--- src/rtl/shifter_pkg.sv ---
// Shared types and helpers for the pipelined barrel shifter.
// The rotate feature is selected by the SHIFTER_ROTATE_EN macro in shift_stage.
package shifter_pkg;

  typedef enum logic [2:0] {
    SLL = 3'd0,
    SRL = 3'd1,
    SRA = 3'd2,
    ROL = 3'd3,
    ROR = 3'd4
  } shift_op_t;

  // Lowest amount bit handled by stage k when nb amount bits are spread over
  // the given number of stages. The first (nb % stages) stages take one extra
  // bit, so groups are ceil-balanced and low stages own the low-order bits.
  // grp_lo(k+1) - 1 is the highest bit of stage k.
  function automatic int grp_lo(input int k, input int nb, input int stages);
    int base;
    int rem;
    base = nb / stages;
    rem  = nb % stages;
    return k * base + ((k < rem) ? k : rem);
  endfunction

endpackage

--- src/rtl/shift_stage.sv ---
// One registered stage of the pipelined shifter. It shifts by the amount bits
// BIT_HI..BIT_LO only and forwards op and the full amount to the next stage.
// Macro SHIFTER_ROTATE_EN: when defined ROL/ROR rotate; otherwise they
// behave as SLL/SRL and no rotate logic is built.
module shift_stage
  import shifter_pkg::*;
#(
  parameter int DATAWIDTH = 32,
  parameter int BIT_LO    = 0,
  parameter int BIT_HI    = 0
) (
  input  logic                         clk,
  input  logic                         rst,
  input  logic                         in_valid,
  output logic                         in_ready,
  input  shift_op_t                    in_op,
  input  logic [$clog2(DATAWIDTH)-1:0] in_n,
  input  logic [DATAWIDTH-1:0]         in_d,
  output logic                         out_valid,
  input  logic                         out_ready,
  output shift_op_t                    out_op,
  output logic [$clog2(DATAWIDTH)-1:0] out_n,
  output logic [DATAWIDTH-1:0]         out_d
);

  localparam int NW = $clog2(DATAWIDTH);

  logic [NW-1:0]        amt;
  logic [DATAWIDTH-1:0] shifted;
`ifdef SHIFTER_ROTATE_EN
  logic [2*DATAWIDTH-1:0] dbl;
`endif

  logic                 load;
  logic                 valid_d, valid_q;
  shift_op_t            op_d, op_q;
  logic [NW-1:0]        n_d, n_q;
  logic [DATAWIDTH-1:0] d_d, d_q;

  // Partial shift: keep only this stage's amount bits, in place.
  always_comb begin
    amt                = '0;
    amt[BIT_HI:BIT_LO] = in_n[BIT_HI:BIT_LO];
    shifted            = in_d;
`ifdef SHIFTER_ROTATE_EN
    dbl                = '0;
`endif
    case (in_op)
      SLL: shifted = in_d << amt;
      SRL: shifted = in_d >> amt;
      SRA: shifted = $signed(in_d) >>> amt;
`ifdef SHIFTER_ROTATE_EN
      ROL: begin
        dbl     = {in_d, in_d} << amt;
        shifted = dbl[2*DATAWIDTH-1:DATAWIDTH];
      end
      ROR: begin
        dbl     = {in_d, in_d} >> amt;
        shifted = dbl[DATAWIDTH-1:0];
      end
`else
      ROL: shifted = in_d << amt;
      ROR: shifted = in_d >> amt;
`endif
      default: shifted = in_d;
    endcase
  end

  // Load when empty or when the next stage takes our beat this cycle.
  always_comb begin
    load    = !valid_q || out_ready;
    valid_d = valid_q;
    op_d    = op_q;
    n_d     = n_q;
    d_d     = d_q;
    if (load) begin
      valid_d = in_valid;
      if (in_valid) begin
        op_d = in_op;
        n_d  = in_n;
        d_d  = shifted;
      end
    end
  end

  // Stage register; reset clears valid and data alike.
  always_ff @(posedge clk or posedge rst) begin
    if (rst) begin
      valid_q <= 1'b0;
      op_q    <= SLL;
      n_q     <= '0;
      d_q     <= '0;
    end else begin
      valid_q <= valid_d;
      op_q    <= op_d;
      n_q     <= n_d;
      d_q     <= d_d;
    end
  end

  assign in_ready  = load;
  assign out_valid = valid_q;
  assign out_op    = op_q;
  assign out_n     = n_q;
  assign out_d     = d_q;

endmodule

--- src/rtl/pipelined_shifter.sv ---
// Pipelined barrel shifter with per-stage valid/ready handshake.
// Amount bits are split across STAGES shift_stage instances.
// Macro SHIFTER_ROTATE_EN enables real rotates for ROL/ROR.
module pipelined_shifter
  import shifter_pkg::*;
#(
  parameter int DATAWIDTH = 32,
  parameter int STAGES    = 2
) (
  input  logic                         clk,
  input  logic                         rst,
  input  logic                         in_valid,
  output logic                         in_ready,
  input  shift_op_t                    in_op,
  input  logic [$clog2(DATAWIDTH)-1:0] in_n,
  input  logic [DATAWIDTH-1:0]         in_d,
  output logic                         out_valid,
  input  logic                         out_ready,
  output logic [DATAWIDTH-1:0]         out_d
);

  localparam int NW = $clog2(DATAWIDTH);

  logic [STAGES:0]      v_s;
  logic [STAGES:0]      r_s;
  shift_op_t            op_s [STAGES+1];
  logic [NW-1:0]        n_s  [STAGES+1];
  logic [DATAWIDTH-1:0] d_s  [STAGES+1];

  assign v_s[0]      = in_valid;
  assign op_s[0]     = in_op;
  assign n_s[0]      = in_n;
  assign d_s[0]      = in_d;
  assign in_ready    = r_s[0];
  assign r_s[STAGES] = out_ready;
  assign out_valid   = v_s[STAGES];
  assign out_d       = d_s[STAGES];

  for (genvar k = 0; k < STAGES; k++) begin : g_stage
    localparam int LO = grp_lo(k, NW, STAGES);
    localparam int HI = grp_lo(k + 1, NW, STAGES) - 1;

    shift_stage #(
      .DATAWIDTH(DATAWIDTH),
      .BIT_LO   (LO),
      .BIT_HI   (HI)
    ) u_stage (
      .clk      (clk),
      .rst      (rst),
      .in_valid (v_s[k]),
      .in_ready (r_s[k]),
      .in_op    (op_s[k]),
      .in_n     (n_s[k]),
      .in_d     (d_s[k]),
      .out_valid(v_s[k+1]),
      .out_ready(r_s[k+1]),
      .out_op   (op_s[k+1]),
      .out_n    (n_s[k+1]),
      .out_d    (d_s[k+1])
    );
  end

endmodule

--- config.mk ---
export PLATFORM = sky130hd
export DESIGN_NAME = pipelined_shifter
export DESIGN_NICKNAME = d
export VERILOG_FILES = /design/src/rtl/shifter_pkg.sv /design/src/rtl/shift_stage.sv /design/src/rtl/pipelined_shifter.sv
export SDC_FILE = /design/constraint.sdc
export NUM_CORES = 1
export LEC_CHECK = 0
export CORE_ASPECT_RATIO = 0.9
export CORE_MARGIN = 5
export CORE_UTILIZATION = 38
export CTS_BUF_LIST = sky130_fd_sc_hd__clkbuf_8
export CTS_CLUSTER_DIAMETER = 150
export DETAILED_ROUTE_END_ITERATION = 6
export PLACE_DENSITY_LB_ADDON = 0.3
export REMOVE_ABC_BUFFERS = 1
export SLEW_MARGIN = 10
export SYNTH_ARGS = -nofsm -noshare
export SYNTH_HDL_FRONTEND = slang
export SYNTH_SLANG_ARGS = --single-unit
--- constraint.sdc ---
create_clock -name clk -period 2.5 [get_ports clk]
set_input_delay 0.5 -clock clk [delete_from_list [all_inputs] [get_ports clk]]
set_output_delay 0.5 -clock clk [all_outputs]
set_load 0.05 [all_outputs]
# Yosys cells after proc, flatten, opt, wreduce, memory -nomap -nowiden
# Index checks and enable logic that the tools add are counted.
[totals]
ff_bits = 74
out_inout_bits = 34
wordCells = 34
[op_classes]
n_eq_ne = 8
shifts = 6
n_mux = 2
n_reduce_logical = 12
[op_table]
columns = ["operator", "n"]
rows = [
  ["case mux 32 bit (3 select lines)", 2],
  ["<< shifter 32 x 3 -> 32 bit", 1],
  ["<< shifter 32 x 5 -> 32 bit", 1],
  ["right shift 32 x 3 -> 32 bit", 1],
  ["right shift 32 x 5 -> 32 bit", 1],
  [">>> shifter 32 x 3 -> 32 bit", 1],
  [">>> shifter 32 x 5 -> 32 bit", 1],
  ["equality test 3 x 2 -> 1 bit (second input constant)", 4],
  ["OR reduction 2 bit", 4],
  ["equality test 3 x 1 -> 1 bit (second input constant)", 2],
  ["equality test 3 bit (second input constant)", 2],
  ["logical NOT 3 bit", 2],
  ["AND reduction 2 bit", 2],
  ["logical NOT 1 bit", 2],
  ["logical OR 1 bit", 2],
]

# Depth between registers and ports, before layout
# Gate-level depths: netlist of run 1.
[depth]
ltp_word = 4
depth_mapped = 8
ltp_nobuf = 5

# By module
# From an unflattened synthesis of run 1, not the netlist that was laid out.
[hier_totals]
hier_cells = 821
hier_area_um2 = 7404.6
[by_module_without_submodules]
columns = ["mod", "n_inst", "cells_each", "area_each_um2", "seq_area_each_um2"]
rows = [
  ["shift_stage (g_stage[0].u_stage)", 1, 416, 4129.0, 1026.0],
  ["shift_stage (g_stage[1].u_stage)", 1, 405, 3275.6, 1026.0],
]

# Worst setup path after synthesis of run 1
# OpenSTA, ideal clock, no wires.
[synth_timing]
path_type = "flip-flop to flip-flop"
from = "reg g_stage[1].u_stage.valid_q"
to = "reg g_stage[0].u_stage.d_q[26]"
t_arrival_ps = 2264
t_required_ps = 2435
setup_slack_ps = 171
stages_incl_launch_ff = 7
synth_period_minus_slack_ps = 2329
cell_sequence = "dfrtp_1 -> nand3b_1 -> nand2_1 -> clkbuf_1 -> a21oi_1 -> o221ai_1 -> o221a_2"
[synth_via]
elab_chain_len = 4
[synth_rtl]
columns = ["item", "line", "rtl"]
rows = [
  ["from (decl)", "shift_stage.sv:35", "logic valid_d, valid_q;"],
  ["from (signal assigned)", "shift_stage.sv:94", "valid_q <= valid_d;"],
  ["logical NOT 1 bit", "shift_stage.sv:71", "load = !valid_q || out_ready;"],
  ["logical OR 1 bit (2 in a row)", "shift_stage.sv:71", ""],
  ["net in_ready", "pipelined_shifter.sv:13", "output logic in_ready,"],
  ["AND reduction 2 bit (no line)", "--", ""],
  ["to (signal assigned)", "shift_stage.sv:92", "d_q <= '0;"],
  ["to (signal assigned)", "shift_stage.sv:97", "d_q <= d_d;"],
  ["to (decl)", "shift_stage.sv:38", "logic [DATAWIDTH-1:0] d_d, d_q;"],
]
# The timed path passes the listed nets, and every way through them passes these cells.
# A chain may end at the register's enable or synchronous reset.

# Worst setup path in the final report of run 1
[layout_timing]
from = "reg g_stage[0].u_stage.n_q[4]"
to = "reg g_stage[1].u_stage.d_q[24]"
[layout_via]
elab_chain_len = 2
elab_cells_between_ends = 4
[layout_rtl]
columns = ["item", "line", "rtl"]
rows = [
  ["from (decl)", "shift_stage.sv:37", "logic [NW-1:0] n_d, n_q;"],
  ["from (signal assigned)", "shift_stage.sv:96", "n_q <= n_d;"],
  ["right shift 32 x 5 -> 32 bit, or another cell as far along", "shift_stage.sv:50, shift_stage.sv:63", ""],
  ["case mux 32 bit (3 select lines) *", "shift_stage.sv:48", "case (in_op)"],
  ["to (signal assigned)", "shift_stage.sv:92", ""],
  ["to (signal assigned)", "shift_stage.sv:97", ""],
  ["to (decl)", "shift_stage.sv:38", ""],
]
# Mark *: on every way between the ends. The rest lies on a longest branch, timed or not.

==> flow_metrics.env, run 1 <==
export IMPL_num_io_pins=78
export IMPL_synth_edf_count=0
export IMPL_syn_area_um2=7430
export IMPL_synth_warnings=0
export IMPL_rsz0062_at_grt="false"
export IMPL_hp_class="input pin to async pin"
export IMPL_setup_viol=0
export IMPL_skew_ns=0.0100
export IMPL_syn_to_final_growth_pct=15.0
export IMPL_p_per_area_nw_per_um2=676
export IMPL_start_util=0.387
export IMPL_async_reset_ff_frac=1.00
export IMPL_slowest_delay_ns=0.66
export IMPL_die_h_um=143
export IMPL_cts_hold_buf=0
export IMPL_overflow=0
export IMPL_synth_area_leaders="dfrtp_1, mux2i_1, mux4_2, nand2_1, o21ai_0"
export IMPL_yosysSeqAreaShare=0.239
export IMPL_relSlewSlack=0.607
export IMPL_num_rows=48
export IMPL_track_usage=0.221
export IMPL_fin_area_um2=8550
export IMPL_insertion_delay_ns=0.38
export IMPL_remaining_drc_errors=1
export IMPL_io_buffers=77
export IMPL_fin_nets=978
export IMPL_final_core_util=0.445
export IMPL_post_cts_buffers=0
export IMPL_ir_worst_vdd_v=0.000298
export IMPL_min_period_ns=2.23
export IMPL_synth_top_area_share=0.239
export IMPL_cts_root_buffer="clkbuf_8"
export IMPL_syn_avg_cell_area_um2=8.24
export IMPL_maxCapViolCount=0
export IMPL_place_hpwl_um=18400
export IMPL_fin_crit_sh=0.893
export IMPL_synth_top_area_cell="dfrtp_1"
export IMPL_antenna_cells=0
export IMPL_dpl_worst_slack_ns=0.0680
export IMPL_crit_required_ns=2.75
export IMPL_htree_levels=3
export IMPL_n_fill_cell=1962
export IMPL_total_leakage_power_nw=3.36
export IMPL_first_iter_violations=920
export IMPL_slowest_stage="dfrtp_2"
export IMPL_worst_slack_ns=0.267
export IMPL_critPathTopFamily="compound AO/OA/AOI/OAI gates"
export IMPL_status="finished, violations left"
export IMPL_drv_slew=0
export IMPL_avgRoutedWirePerCell_um=20.7
export IMPL_crit_type="register to register"
export IMPL_grt_max_degree=63
export IMPL_cp_cell_sequence="clkinv_1, o221a_2, a221oi_1, o21ai_1"
export IMPL_final_cell_mix="nand2_1, o21ai_0, mux2i_1, clkdlybuf4s50_1, dfrtp_1"
export IMPL_routed_wl_um=24600
export IMPL_drt_pass1_iter_count=7
export IMPL_cts_sinks=71
export IMPL_die_w_um=157
export IMPL_violations="DRC"
export IMPL_postPlaceCellArea_um2=8390
export IMPL_ys_types=68
export IMPL_drtAntennaViolNets=0
export IMPL_dieArea_um2=22500
export IMPL_core_um2=19200
export IMPL_start_kind="register"
export IMPL_place_congestion=0.970
export IMPL_cts_tree="yes"
export IMPL_syn_inst=902
export IMPL_layout_drive_gt1_share=0.166
export IMPL_end_kind="register"
export IMPL_vias=7367
export IMPL_synth_flop_cell="dfrtp_1"
export IMPL_clock_fmax_mhz=448
export IMPL_hold_viol=0
export IMPL_final_common_cell="nand2_1"
export IMPL_crit_path_max_fanout=23
export IMPL_via_per_inst=6.20
export IMPL_worst_path_buf_inv=1
export IMPL_grt_antenna_before_repair=0
export IMPL_cts_resized=0
export IMPL_grt_pass1_vias=6895
export IMPL_cp_arrival_ns=2.48
export IMPL_synth_ff_latch_count=71
export IMPL_path_clk_slew_ns=0.08
export IMPL_fin_setup_tns_ns=0
export IMPL_worst_slew_pin_slew_ns=0.585
export IMPL_cts_max_path_buffers=2
export IMPL_numCtsBuffers=9
export IMPL_grt_pass1_wl_um=39700
[state kept, by name (all words and copies together) (netlist names)]
name / flops
g_stage.u_stage.out_op: 3
g_stage.u_stage.out_valid: 2
g_stage.u_stage.out_n: 2
g_stage.u_stage.out_d: 64
[layout make-up]
cell class	instances	area [um2]	area share
multi-input cells	692	4870	0.570
flip-flops and latches	71	1780	0.208
repair buffers	141	1350	0.158
well taps	250	313	0.0366
clock buffers	9	124	0.0145
inverters	19	71.3	0.00834
clock inverters	7	33.8	0.00395
[per-layer routing]
metal	share of wire	track usage	vias up	wire length (um)
met5	0	0	-	0
met4	0.020	0.0711	0	503
met3	0.091	0.0370	42	2230
met2	0.45	0.330	382	11000
met1	0.44	0.324	3498	10800
li1	-	-	3445	-
[path summary, 6_finish.rpt]
kind	from	end	slack, ns	depth (start not counted)
max in group asynchronous	rst	g_stage[0].u_stage.out_d[17]	1.43	3
worst min-delay path	rst	g_stage[1].u_stage.out_d[0]	0.47	2
worst min register to register	g_stage[1].u_stage.out_d[10]	g_stage[1].u_stage.out_d[10]	0.48	2
worst max-delay path	g_stage[0].u_stage.out_n[4]	g_stage[1].u_stage.out_d[24]	0.27	4
min in group clk	g_stage[1].u_stage.out_d[10]	g_stage[1].u_stage.out_d[10]	0.48	2
worst max register to register	g_stage[0].u_stage.out_n[4]	g_stage[1].u_stage.out_d[24]	0.27	4
[stage by stage]
step	total power [mW]	cells	hold WS, ns
finish	5.78	1189	0.473
global route	6.15	1189	0.496
CTS	5.79	1189	0.462
detailed placement	4.96	1173	0.465
global placement	4.94	1173	0.462
floorplan	3.71	782	0.457
[report_power, final]
group | leakage (nW) | internal [mW] | switching [mW] | total, mW
logic | 2.41 | 1.24 | 1.92 | 3.16
registers | 0.858 | 1.43 | 0.374 | 1.81
clock network | 0.0926 | 0.344 | 0.468 | 0.812
total | 3.36 | 3.02 | 2.76 | 5.78
[logic make-up (layout without fill, tap and decap cells)]
| logic type | count (synthesis) | count (layout) | share of synthesized area |
|---|---|---|---|
| xor+xnor | 4 | 4 | 0.00572 |
| compound gates | 298 | 298 | 0.272 |
| simple gates | 267 | 267 | 0.173 |
| buf+inv | 139 | 176 | 0.106 |
| mux | 123 | 123 | 0.205 |
| flops | 71 | 71 | 0.239 |
[cell usage after synthesis (all sizes together) (7+ instances only)]
master	instances
a21oi	42
a221o	7
a221oi	13
a22oi	26
a31oi	22
and2	7
buf	89
clkbuf	31
dfrtp	71
inv	17
mux2	29
mux2i	74
mux4	20
nand2	113
nand2b	19
nand3	31
nor2	23
nor2b	10
nor3	23
o211ai	18
o21ai	97
o221a	8
o32ai	10
or3	30
Power figures use the tool's default switching activity.
==> run 2, diff against run 1 <==
- CAP_MARGIN: default -> 15
- TNS_END_PERCENT: default -> 5
==> results of run 2 <==
Final layout, timing and power as in run 1 (identical DEF).
